**config.mk**
```make
export PLATFORM = sky130hd
export DESIGN_NAME = keypad_scan_encoder
export DESIGN_NICKNAME = d
export VERILOG_FILES = /design/src/rtl/keypad_pkg.sv /design/src/rtl/key_sync.sv /design/src/rtl/keypad_scan_encoder.sv
export SDC_FILE = /design/constraint.sdc
export NUM_CORES = 1
export LEC_CHECK = 0
export CORE_ASPECT_RATIO = 0.7
export CORE_MARGIN = 2
export CORE_UTILIZATION = 40
export CTS_CLUSTER_DIAMETER = 80
export CTS_CLUSTER_SIZE = 25
export DETAILED_ROUTE_END_ITERATION = 10
export PLACE_DENSITY = 0.56
export SKIP_CTS_REPAIR_TIMING = 1
export SLEW_MARGIN = 25
export SYNTH_ARGS = -nofsm -noshare
export SYNTH_HDL_FRONTEND = slang
export SYNTH_SLANG_ARGS = --single-unit
```
**constraint.sdc**
```tcl
create_clock -name CLK -period 3.3 [get_ports CLK]
set_clock_uncertainty 0.2 [all_clocks]
set_input_delay 0.33 -clock CLK [delete_from_list [all_inputs] [get_ports CLK]]
set_output_delay 0.33 -clock CLK [all_outputs]
set_load 0.005 [all_outputs]
```
**src/rtl/keypad_pkg.sv**
```systemverilog
// Shared definitions for the 4x4 keypad scan encoder.
//   kp_state_t : scan FSM states (SCAN, PDEB, HELD, RDEB)
//   COL_RESET  : column drive pattern after reset (column 0 driven low)
//   ROW_W/COL_W: widths of the row/column fields of the key code
//   col_drive  : active-low one-cold column pattern for a column index
//   first_low  : index of the lowest-numbered low row line
package keypad_pkg;

    typedef enum logic [1:0] {
        SCAN,
        PDEB,
        HELD,
        RDEB
    } kp_state_t;

    localparam logic [3:0]  COL_RESET = 4'b1110;
    localparam int unsigned ROW_W     = 2;
    localparam int unsigned COL_W     = 2;

    function automatic logic [3:0] col_drive(input logic [COL_W-1:0] idx);
        return ~(4'b0001 << idx);
    endfunction

    // Scans from the top down so the lowest-numbered low row wins.
    function automatic logic [ROW_W-1:0] first_low(input logic [3:0] rows);
        logic [ROW_W-1:0] r;
        r = '0;
        for (int unsigned i = 4; i > 0; i--) begin
            if (!rows[i-1]) r = ROW_W'(i - 1);
        end
        return r;
    endfunction

endpackage

```
**src/rtl/key_sync.sv**
```systemverilog
// Two-flop synchronizer for the four keypad row lines.
//   CLK   : system clock
//   RST_N : asynchronous active-low reset; outputs idle high (no key)
//   d     : raw row lines from the pins
//   q     : synchronized row lines
module key_sync (
    input  logic       CLK,
    input  logic       RST_N,
    input  logic [3:0] d,
    output logic [3:0] q
);

    logic [3:0] meta;

    always_ff @(posedge CLK or negedge RST_N) begin
        if (!RST_N) begin
            meta <= '1;
            q    <= '1;
        end else begin
            meta <= d;
            q    <= meta;
        end
    end

endmodule

```
**src/rtl/keypad_scan_encoder.sv**
```systemverilog
// 4x4 matrix keypad scanner with press/release debounce and key encoder.
//   CLK       : system clock
//   RST_N     : asynchronous active-low reset
//   ROW       : row lines, pulled up; low = key pressed in driven column
//   COL       : column drive, exactly one bit low
//   D0, D1    : row index of last accepted key (D0 = MSB)
//   Q0, Q1    : column index of last accepted key (Q0 = MSB)
//   KEY_VALID : one-cycle strobe when a debounced press is accepted
//   KEY_HELD  : high from accepted press until debounced release
module keypad_scan_encoder
    import keypad_pkg::*;
#(
    parameter int unsigned SCAN_DIV = 500,
    parameter int unsigned DEB_CNT  = 10000
) (
    input  logic       CLK,
    input  logic       RST_N,
    input  logic [3:0] ROW,
    output logic [3:0] COL,
    output logic       D0,
    output logic       D1,
    output logic       Q0,
    output logic       Q1,
    output logic       KEY_VALID,
    output logic       KEY_HELD
);

    localparam int unsigned CNT_MAX = (SCAN_DIV > DEB_CNT) ? SCAN_DIV : DEB_CNT;
    localparam int unsigned CNT_W   = $clog2(CNT_MAX);
    localparam logic [CNT_W-1:0] SCAN_LAST = CNT_W'(SCAN_DIV - 1);
    localparam logic [CNT_W-1:0] DEB_LAST  = CNT_W'(DEB_CNT - 1);

    kp_state_t              state, state_nxt;
    logic [CNT_W-1:0]       cnt, cnt_nxt;
    logic [COL_W-1:0]       col_idx, col_idx_nxt;
    logic [ROW_W-1:0]       row_idx, row_idx_nxt;
    logic [ROW_W+COL_W-1:0] code, code_nxt;
    logic [3:0]             col_q;
    logic                   valid_q, valid_nxt;
    logic                   held_q, held_nxt;
    logic [3:0]             row_sync;
    logic                   tracked_high;

    key_sync u_sync (
        .CLK   (CLK),
        .RST_N (RST_N),
        .d     (ROW),
        .q     (row_sync)
    );

    // Only the latched row is watched once a key has been picked.
    assign tracked_high = row_sync[row_idx];

    always_comb begin
        state_nxt   = state;
        cnt_nxt     = cnt + 1'b1;
        col_idx_nxt = col_idx;
        row_idx_nxt = row_idx;
        code_nxt    = code;
        valid_nxt   = 1'b0;
        held_nxt    = held_q;

        case (state)
            SCAN: begin
                if (cnt == SCAN_LAST) begin
                    cnt_nxt = '0;
                    if (row_sync != 4'hF) begin
                        row_idx_nxt = first_low(row_sync);
                        state_nxt   = PDEB;
                    end else begin
                        col_idx_nxt = col_idx + 1'b1;
                    end
                end
            end
            PDEB: begin
                if (tracked_high) begin
                    state_nxt = SCAN;
                    cnt_nxt   = '0;
                end else if (cnt == DEB_LAST) begin
                    code_nxt  = {row_idx, col_idx};
                    valid_nxt = 1'b1;
                    held_nxt  = 1'b1;
                    state_nxt = HELD;
                    cnt_nxt   = '0;
                end
            end
            HELD: begin
                cnt_nxt = '0;
                if (tracked_high) state_nxt = RDEB;
            end
            RDEB: begin
                if (!tracked_high) begin
                    state_nxt = HELD;
                    cnt_nxt   = '0;
                end else if (cnt == DEB_LAST) begin
                    held_nxt    = 1'b0;
                    col_idx_nxt = col_idx + 1'b1;
                    state_nxt   = SCAN;
                    cnt_nxt     = '0;
                end
            end
            default: begin
                state_nxt = SCAN;
                cnt_nxt   = '0;
            end
        endcase
    end

    always_ff @(posedge CLK or negedge RST_N) begin
        if (!RST_N) begin
            state   <= SCAN;
            cnt     <= '0;
            col_idx <= '0;
            row_idx <= '0;
            code    <= '0;
            col_q   <= COL_RESET;
            valid_q <= 1'b0;
            held_q  <= 1'b0;
        end else begin
            state   <= state_nxt;
            cnt     <= cnt_nxt;
            col_idx <= col_idx_nxt;
            row_idx <= row_idx_nxt;
            code    <= code_nxt;
            col_q   <= col_drive(col_idx_nxt);
            valid_q <= valid_nxt;
            held_q  <= held_nxt;
        end
    end

    assign COL              = col_q;
    assign {D0, D1, Q0, Q1} = code;
    assign KEY_VALID        = valid_q;
    assign KEY_HELD         = held_q;

endmodule

```
== Yosys cells after proc, flatten, opt, wreduce, memory -nomap -nowiden ==
Index checks and enable logic that the tools add are counted.

* Output and inout port bits: 10
* Register bits after elaboration: 38
* Input bits: 6

* Shift-type cells: 1
* Equal/unequal tests: 15
* Reduce and logical (&&, ||, !) cells: 6
* $add $sub $neg: 2
* Bitwise operators: 2
* Mux-type cells: 32
* $lt $le $gt $ge: 1

{| class="wikitable"
|+ Operator list
! cell !! number
|-
| $mux W14 || 4
|-
| $pmux W14 S4 || 1
|-
| $mux W2 || 15
|-
| $add A14 B1 Y14 const B || 1
|-
| $eq A14 B14 Y1 const B || 1
|-
| $eq A14 B9 Y1 const B || 1
|-
| $ne A2 B2 Y1 const B || 7
|-
| $reduce_and A5 Y1 || 2
|-
| $mux W1 || 8
|-
| $pmux W2 S4 || 1
|-
| $ne A3 B3 Y1 const B || 2
|-
| $reduce_and A3 Y1 || 2
|-
| $eq A2 B2 Y1 const B || 2
|-
| $ne A4 B4 Y1 const B || 1
|-
| $not A4 Y4 || 1
|-
| $pmux W2 S2 || 1
|-
| $shl A1 B2 Y4 const A || 1
|-
| $lt A2 B3 Y1 const B || 1
|-
| $add A2 B1 Y2 const B || 1
|-
| $bmux W1 S2 || 1
|-
| $eq A2 B1 Y1 const B || 1
|-
| $logic_not A2 Y1 || 1
|-
| $pmux W1 S2 || 1
|-
| $reduce_bool A2 Y1 || 1
|-
| $not A1 Y1 || 1
|}

== Depth between registers and ports, before layout ==
Gate-level depths: netlist (run 1).

* Depth after elaboration: 6
* Gate-level depth with buffers: 8

== By module ==
A second synthesis (run 1) with hierarchy kept.

* Cell total of the unflattened synthesis: 159
* Area total of the unflattened synthesis: 1757.9 um^2

{| class="wikitable"
|+ Modules (own cells, without submodules)
! module !! seq. area each (um^2) !! area each (um^2) !! times used !! cells an instance
|-
| keypad_scan_encoder || 754.5 || 1547.7 || 1 || 151
|-
| key_sync || 210.2 || 210.2 || 1 || 8
|}

== Worst setup path after synthesis (run 1) ==
No wires, ideal clock.

* Path kind: register to register
* Start: reg cnt[0]
* End: reg col_q[0], in the netlist COL[0]
* Required time: 2976 ps
* Data arrival time: 2082 ps
* Stages on the path, launching flop included: 8
* Path slack: 893 ps
* Library setup time: 124 ps
* Path buffers: 0
* Cell sequence: dfrtp_1 > ha_1 > nor4b_1 > nand4_1 > nor3_1 > mux2_2 > a221o_1 > or2_1

* Longest elaborated chain between the ends: 6
* Elaborated cells on any way between the ends: 8
* Classes of those cells: eq/ne: 2; shift: 1; mux: 4; bitwise: 1

{| class="wikitable"
|+ Ends and longest elaborated chain
! element !! line !! RTL
|-
| start: declaration || keypad_scan_encoder.sv:34 || <nowiki>logic [CNT_W-1:0] cnt, cnt_nxt;</nowiki>
|-
| start signal: assignment || keypad_scan_encoder.sv:121 || <nowiki>cnt <= cnt_nxt;</nowiki>
|-
| $eq A14 B14 Y1 || keypad_scan_encoder.sv:95 || <nowiki>end else if (cnt == DEB_LAST) begin</nowiki>
|-
| $mux W2 || keypad_scan_encoder.sv:95 ||
|-
| $mux W2 || keypad_scan_encoder.sv:92 || <nowiki>if (!tracked_high) begin</nowiki>
|-
| $pmux W2 S2 * || keypad_scan_encoder.sv:63 || <nowiki>case (state)</nowiki>
|-
| via col_idx_nxt[1] || keypad_scan_encoder.sv:35 || <nowiki>logic [COL_W-1:0] col_idx, col_idx_nxt;</nowiki>
|-
| $shl A1 B2 Y4 * || keypad_pkg.sv:21 || <nowiki>return ~(4'b0001 << idx);</nowiki>
|-
| $not A4 Y4 * || keypad_pkg.sv:21 ||
|-
| end signal: assignment || keypad_scan_encoder.sv:125 || <nowiki>col_q <= col_drive(col_idx_nxt);</nowiki>
|-
| end: declaration || keypad_scan_encoder.sv:38 || <nowiki>logic [3:0] col_q;</nowiki>
|}

The timed path passes the listed nets; every way through them passes the cells marked *.
A chain may end at the register's enable or synchronous reset.

== Final worst setup path (run 1) ==
Ends and elaborated chain as after synthesis.

==> metrics, run 1 <==
Post-synth EDFFs=0; I/O Pins=16; syn_nets=170; largest net degree at the start of global routing=39; final wirelength=3.08 mm; FF+latch count, synth=38; Layout Nets=192; DRT iter0 DRCs=73; setup TNS=0 ns; clk slew on worst S/H paths=0.07 ns; post-synth cell types=35; register area share after synthesis=55.1%; Design Area, Final=2080 µm²; Die Y=59.4 µm; Ys Warns=0; Post-DP HPWL=2.25 mm; synth cell count leaders=27 x dfrtp_1, 23 x nor2_1, 15 x nand2_1; mean routed wirelength per cell=13.0 µm; count leader, synth=dfrtp_1; Pleak=0.920 nW; critical path peak fanout=5; Placer Congestion=0.830; DR vias/cell=5.01; Post-Synthesis Cell Area=1750 µm²; max-cap violations=0; CP Class=reg2reg; dominant synthesized flop cell=dfrtp_1; clock buffer depth=2; initial antenna violation count=0; CP arrival=2.63 ns; Peak VDD IR=0.229 mV; grt total ovfl=0; final hold viol count=0; Startpoint Class=flop; gate count of the mapped netlist=158; PortBufs=15; post-layout util=48.7%; Sink Count=38; gr usage total=14.1%; largest area contributor in the netlist=dfrtp_1; Cell Rows=20; final setup vio count=0; Area Growth Syn to Fin=18.9%; ranking of synthesized cells by area=dfrtp_1 39%, dfstp_2 16%, mux2_2 5.1%, nor2_1 4.9%, ha_1 4.3%; required time of the critical path=3.27 ns; core footprint=4280 µm²; Max Fclk=375 MHz; Placed Area=1960 µm²; pwr dens=420 nW/µm²; status=finished clean; pins over their slew limit=0; first-pass GRT wire length=5.36 mm; Post-Syn Area per Cell=11.1 µm²; internal reg-to-reg setup slack=0.64 ns; Worst-Skew Late Latency=0.28 ns; vias=1182; chip width=83.1 µm; DR pass1 iterations=4; Synth async-reset ratio=100%; CP Capture Type=flop; vias in the first global route=1135; total CTS buffers=5; DRC errors left=0; starting density of the core=40.9%; RSZ-0062 raised after global routing=false; Worst slew margin=45.8%; Final period util=80.8%; Hold Crit Class=reg2reg; CTS tree=built; Root Driver=clkbuf_8; Final ANT Viol Nets=0; htree depth=2; actual transition at the worst max-transition pin=0.813 ns; Yosys top cell area share=38.6%; ant diodes=0; DIE AREA=4930 µm²; share of cells above drive strength 1=17.1%; Final Critical Period=2.66 ns
## cell type report
class	count	area (µm²)
clock buffer	5	68.8
timing repair buffer	17	163
multi-input combinational	112	756
sequential	38	965
tap	55	68.8
clock inverter	3	40.0
fill	379	2200
inverter	6	22.5
## worst paths after layout
kind	startpoint	to	depth (start not counted)
min	u_sync.meta[1]	u_sync.q[1]	0
max in group asynchronous	RST_N	cnt[2]	2
min in group asynchronous	RST_N	cnt[4]	2
max	cnt[0]	COL[0]	7
min reg2reg	u_sync.meta[1]	u_sync.q[1]	0
max reg2reg	cnt[0]	COL[0]	7
## stage by stage
step / setup WS, ns / std cells / total power [mW] / hold slack, ns
6_report: 0.635 / 236 / 0.875 / 0.156
5_1_grt: 0.379 / 236 / 0.915 / 0.162
4_1_cts: 0.615 / 235 / 0.885 / -0.0263
3_5_place_dp: 0.642 / 227 / 0.506 / 0.147
3_3_place_gp: 0.677 / 227 / 0.505 / 0.146
2_1_floorplan: 0.893 / 158 / 0.490 / -0.166
## flip-flops by register name (all words and copies together) (netlist names), named ones only
| name | cells |
|---|---|
| row_idx | 2 |
| state | 1 |
| u_sync.q | 4 |
| col_idx | 2 |
| COL | 4 |
| KEY_VALID | 1 |
| cnt | 14 |
| u_sync.meta | 4 |
| KEY_HELD | 1 |
| code | 4 |
## placed cells by master, fill, tap and decap left out, types with 2 or more instances in the layout
master / count
clkdlybuf4s50_1: 14
and3_1: 4
inv_1: 6
clkinv_2: 2
mux2i_1: 5
dfstp_2: 11
nor3_1: 6
xor2_1: 6
nand2_1: 15
dfrtp_1: 27
xnor2_1: 6
o21ai_0: 3
clkbuf_8: 5
nand2b_1: 2
a221o_1: 2
o211ai_1: 2
nand4_1: 5
o31ai_1: 2
mux2_2: 8
nor4b_1: 2
a21oi_1: 2
nor2_1: 23
ha_1: 6
## cell families (layout without fill, tap and decap cells)
kind of cell / after synthesis / in the layout / share of synthesized area (%)
simple gates: 66 / 66 / 19.1
flops: 38 / 38 / 55.1
compound gates: 15 / 15 / 5.79
mux: 13 / 13 / 8.00
xor+xnor: 12 / 12 / 6.00
buf+inv: 8 / 31 / 1.79
fa+ha+maj: 6 / 6 / 4.29
## report_power, final
group          switching, mW  leakage (nW)  internal [mW]
registers            0.00325         0.479          0.475
logic                 0.0122         0.384        0.00717
clock network          0.156        0.0579          0.222
total                  0.171         0.920          0.704
## metal layers
layer / wire length [µm] / GRT usage (%) / vias to the layer above
li1: - / - / 588
met1: 1550 / 19.0 / 577
met2: 1390 / 21.1 / 15
met3: 122 / 4.87 / 2
met4: 18 / 5.85 / 0
met5: 0 / 0 / -
## worst max-delay path: stages (launching register included)
cell and delay [ns]:
dfrtp_1 0.41, ha_1 0.18, nor4b_1 0.32, nand4_1 0.25
nor3_1 0.26, mux2_2 0.36, a221o_1 0.35, or2_1 0.22
Note: power is estimated with default switching activity, not from simulation.
==> run 2: changes to the inputs <==
==> constraint.sdc (replaced) <==
create_clock -name CLK -period 2.6 [get_ports CLK]
set_clock_uncertainty 0.2 [all_clocks]
set_input_delay 0.26 -clock CLK [delete_from_list [all_inputs] [get_ports CLK]]
set_output_delay 0.26 -clock CLK [all_outputs]
set_load 0.005 [all_outputs]
==> metrics, run 2 (synthesized netlist as in run 1, its figures left out) <==
status=finished clean; chip width=83.1 µm; Max Fclk=404 MHz; ant diodes=0; Peak VDD IR=0.305 mV; core footprint=4280 µm²; starting density of the core=40.9%; pins over their slew limit=0; gr usage total=15.1%; clock buffer depth=2; Met3 Wirelength=130 µm; Sink Count=38; Placed Area=1980 µm²; Worst-Skew Late Latency=0.29 ns; post-layout util=50.3%; grt total ovfl=0; Startpoint Class=flop; power after layout=1.05 mW; final setup margin=0.126 ns; DR pass1 iterations=4; hold path cells=0; Largest Register=cnt; CP Capture Type=flop; Fillers=390; Worst slew margin=44.8%; most frequent cells in the layout=27 x dfrtp_1, 23 x nor2_1, 15 x nand2_1, 14 x clkdlybuf4s50_1, 11 x dfstp_2; CP Class=reg2reg; Layout Nets=198; Final period util=95.2%; CP bufs+invs=0; sw frac=21.1%; required time of the critical path=2.57 ns; DRC errors left=0; M1 WL=1.71 mm; Slowest cell on crit path=dfrtp_1; Design Area, Final=2150 µm²; DIE AREA=4930 µm²; Hold Crit Class=reg2reg; most common cell after layout, fill and taps aside=dfrtp_1; Area Growth Syn to Fin=22.8%; Cell Int Power=0.825 mW; Hold Path End=u_sync.q[0]; critical path peak fanout=5; clk slew on worst S/H paths=0.07 ns; vias in the first global route=1216; dpl ws=0.0324 ns; DRT iter0 DRCs=62; mean routed wirelength per cell=13.7 µm; total CTS buffers=5; CP arrival=2.45 ns; Pleak=0.936 nW; first-pass GRT wire length=5.73 mm; largest net degree at the start of global routing=39; Largest register FFs=14; Final Critical Period=2.47 ns; pwr dens=486 nW/µm²; DR vias/cell=5.08; reg2reg path depth=7; Root Driver=clkbuf_8; clock share of power=39.5%; max-cap violations=0; Post-DP HPWL=2.38 mm; Die Y=59.4 µm; DR WL met2=1.42 mm; CTS tree=built; Flop pwr share=58.1%; r2r startpoint=cnt[1]; internal reg-to-reg setup slack=0.13 ns; vias=1229; PortBufs=15; family with the most delay on the worst path=simple AND/OR/NAND/NOR gates; actual transition at the worst max-transition pin=0.829 ns; Hold Slack=0.155 ns; Placer Congestion=0.858; Cell Rows=20; htree depth=2; CP peak stage delay=0.40 ns; logic gate share of total power=2.4%; worst reg2reg path endpoint=COL[0]; share of cells above drive strength 1=23.0%; final hold viol count=0; hold_sp=u_sync.meta[0]; final wirelength=3.31 mm; initial antenna violation count=0; I/O Pins=16; crit-path cells=ha_2, nand4_1, or2_4, nor3_2, mux2_2, a221o_1, or2_1; DR top layer=met4; Final ANT Viol Nets=0; Psw=0.221 mW; final setup vio count=0
-- run 2: stage by stage --
step	setup TNS, ns	cells
6_report	0	242
5_1_grt	-0.00819	242
4_1_cts	0	237
3_5_place_dp	0	229
3_3_place_gp	0	229
2_1_floorplan	0	158
-- run 2: metal layers --
metal  track usage [%]  vias up
li1                  -      598
met1              20.9      601
met2              22.1       23
met3              4.74        7
met4              6.79        0
met5                 0        -
-- run 2: power by group through the flow --
stage / Sequential [mW] / Clock (mW) / Combinational, mW
floorplan: 0.616 / 0 / 0.00494
global placement: 0.617 / 0 / 0.0239
detailed placement: 0.618 / 0 / 0.0247
CTS: 0.607 / 0.427 / 0.0248
global route: 0.608 / 0.458 / 0.0286
finish: 0.607 / 0.413 / 0.0250
-- run 2: cell type report --
type,count,area [µm²],share of cell area (%)
clock buffers,6,82.6,3.84
clock inverters,2,12.5,0.582
inverters,6,22.5,1.05
multi-input cells,112,792,36.8
flip-flops and latches,38,965,44.9
well taps,55,68.8,3.20
repair buffers,23,208,9.66
-- run 2: worst max path at each step --
stage,startpoint,endpoint,cells past startpoint
detailed placement,cnt[0],COL[0],7
finish,cnt[1],COL[0],7
CTS,cnt[0],COL[0],7
global placement,cnt[0],COL[0],7
floorplan,cnt[0],COL[0],7
global route,cnt[1],COL[0],7
==> run 3: changes to the inputs <==
--- a/config.mk
+++ b/config.mk
@@ -6,7 +6,7 @@
 export NUM_CORES = 1
 export LEC_CHECK = 0
 export CORE_ASPECT_RATIO = 0.7
-export CORE_MARGIN = 2
+export CORE_MARGIN = 4
 export CORE_UTILIZATION = 40
 export CTS_CLUSTER_DIAMETER = 80
 export CTS_CLUSTER_SIZE = 25
==> metrics, run 3 (synthesized netlist as in run 1, its figures left out) <==
status=finished clean; mean routed wirelength per cell=14.1 µm; final hold viol count=0; family with the most delay on the worst path=simple AND/OR/NAND/NOR gates; critical path peak fanout=5; I/O Pins=16; Largest register FFs=14; total CTS buffers=5; Stages on worst setup path=7; pins over their slew limit=0; Final ANT Viol Nets=0; largest net degree at the start of global routing=39; initial antenna violation count=0; Post-DP HPWL=2.43 mm; Area Growth Syn to Fin=21.4%; Cell Rows=19; pwr dens=524 nW/µm²; DRT iter0 DRCs=112; reg2reg path depth=7; actual transition at the worst max-transition pin=0.819 ns; ant diodes=0; DR vias/cell=5.13; setup TNS=0 ns; Worst-Skew Late Latency=0.28 ns; footprint of the multi-input gates=787 µm²; Max Fclk=398 MHz; GR peak layer=met1; Final Critical Period=2.52 ns; core footprint=4070 µm²; Pleak=0.930 nW; Slowest cell on crit path=dfrtp_1; Largest Register=cnt; Placer Congestion=0.841; clk slew on worst S/H paths=0.07 ns; share of cells above drive strength 1=20.2%; grt total ovfl=0; starting density of the core=43.1%; Hold Slack=0.157 ns; final wirelength=3.31 mm; gr usage total=13.7%; CP peak stage delay=0.41 ns; Fillers=350; final setup vio count=0; max-cap violations=0; required time of the critical path=2.57 ns; Peak VDD IR=0.361 mV; Die Y=63.4 µm; Worst slew margin=45.4%; Layout Nets=194; Hold Crit Class=reg2reg; first-pass GRT wire length=5.80 mm; clock buffer depth=2; most frequent cells in the layout=27 x dfrtp_1, 23 x nor2_1, 15 x nand2_1, 14 x clkdlybuf4s50_1, 11 x dfstp_2; CTS tree=built; vias=1206; Final period util=96.8%; Global Route met3 Usage=4.30%; htree depth=2; CP bufs+invs=0; PortBufs=15; chip width=87.1 µm; Startpoint Class=flop; hold path cells=0; Global Route met2 Usage=18.1%; post-layout util=52.3%; routing usage on met1=20.4%; CP Class=reg2reg; most common cell after layout, fill and taps aside=dfrtp_1; register cell area after layout=965 µm²; CP arrival=2.49 ns; DIE AREA=5520 µm²; CP Capture Type=flop; crit-path cells=ha_1, nand4_1, or2_4, nor3_2, mux2_2, a221o_1, or2_1; Root Driver=clkbuf_8; DR pass1 iterations=4; vias in the first global route=1170; DRC errors left=0; Sink Count=38
## run 3: cell types whose count changed in the layout (fill, tap and decap cells not counted)
| cell | before | now |
|---|---|---|
| buf_4 | 7 | 3 |
| ha_1 | 4 | 6 |
| ha_2 | 2 | 0 |
| bufinv_16 | 0 | 1 |
| clkbuf_8 | 6 | 5 |
| clkinv_2 | 1 | 2 |
| clkinvlp_4 | 1 | 0 |
## run 3: cell type report
type / instances / area share [%]
clock inverters: 3 / 1.88
multi-input cells: 112 / 37.0
well taps: 52 / 3.06
clock buffers: 5 / 3.24
flip-flops and latches: 38 / 45.4
inverters: 6 / 1.06
repair buffers: 19 / 8.36
## run 3: path summary, 6_finish.rpt
path | start | endpoint | slack [ns]
worst min-delay path | u_sync.meta[0] | u_sync.q[0] | 0.16
worst max-delay path | cnt[0] | COL[0] | 0.08
min in group asynchronous | RST_N | cnt[13] | 0.40
max in group asynchronous | RST_N | cnt[3] | 1.27
worst min register to register | u_sync.meta[0] | u_sync.q[0] | 0.16
worst max register to register | cnt[0] | COL[0] | 0.08
## run 3: through the flow
stage                     total power [mW]  instances  instance area (µm²)  setup slack, ns
after floorplan                      0.621        158                 1750            0.193
after global placement               0.641        226                 1980           0.0977
after detailed placement             0.642        226                 1980           0.0436
after CTS                             1.13        234                 2080           0.0267
after global routing                  1.17        235                 2130         -0.00358
final                                 1.11        235                 2130           0.0844
## run 3: per-layer routing
| metal | share of wire, % | wire length, µm |
|---|---|---|
| met1 | 53 | 1750 |
| met2 | 42 | 1380 |
| met3 | 4.2 | 140 |
| met4 | 1.2 | 41 |
| met5 | 0 | 0 |
## run 3: power by group
group	internal, mW	total [mW]	switching (mW)
Sequential	0.603	0.607	0.00420
Clock	0.282	0.481	0.199
Combinational	0.00908	0.0248	0.0157
Total	0.894	1.11	0.219
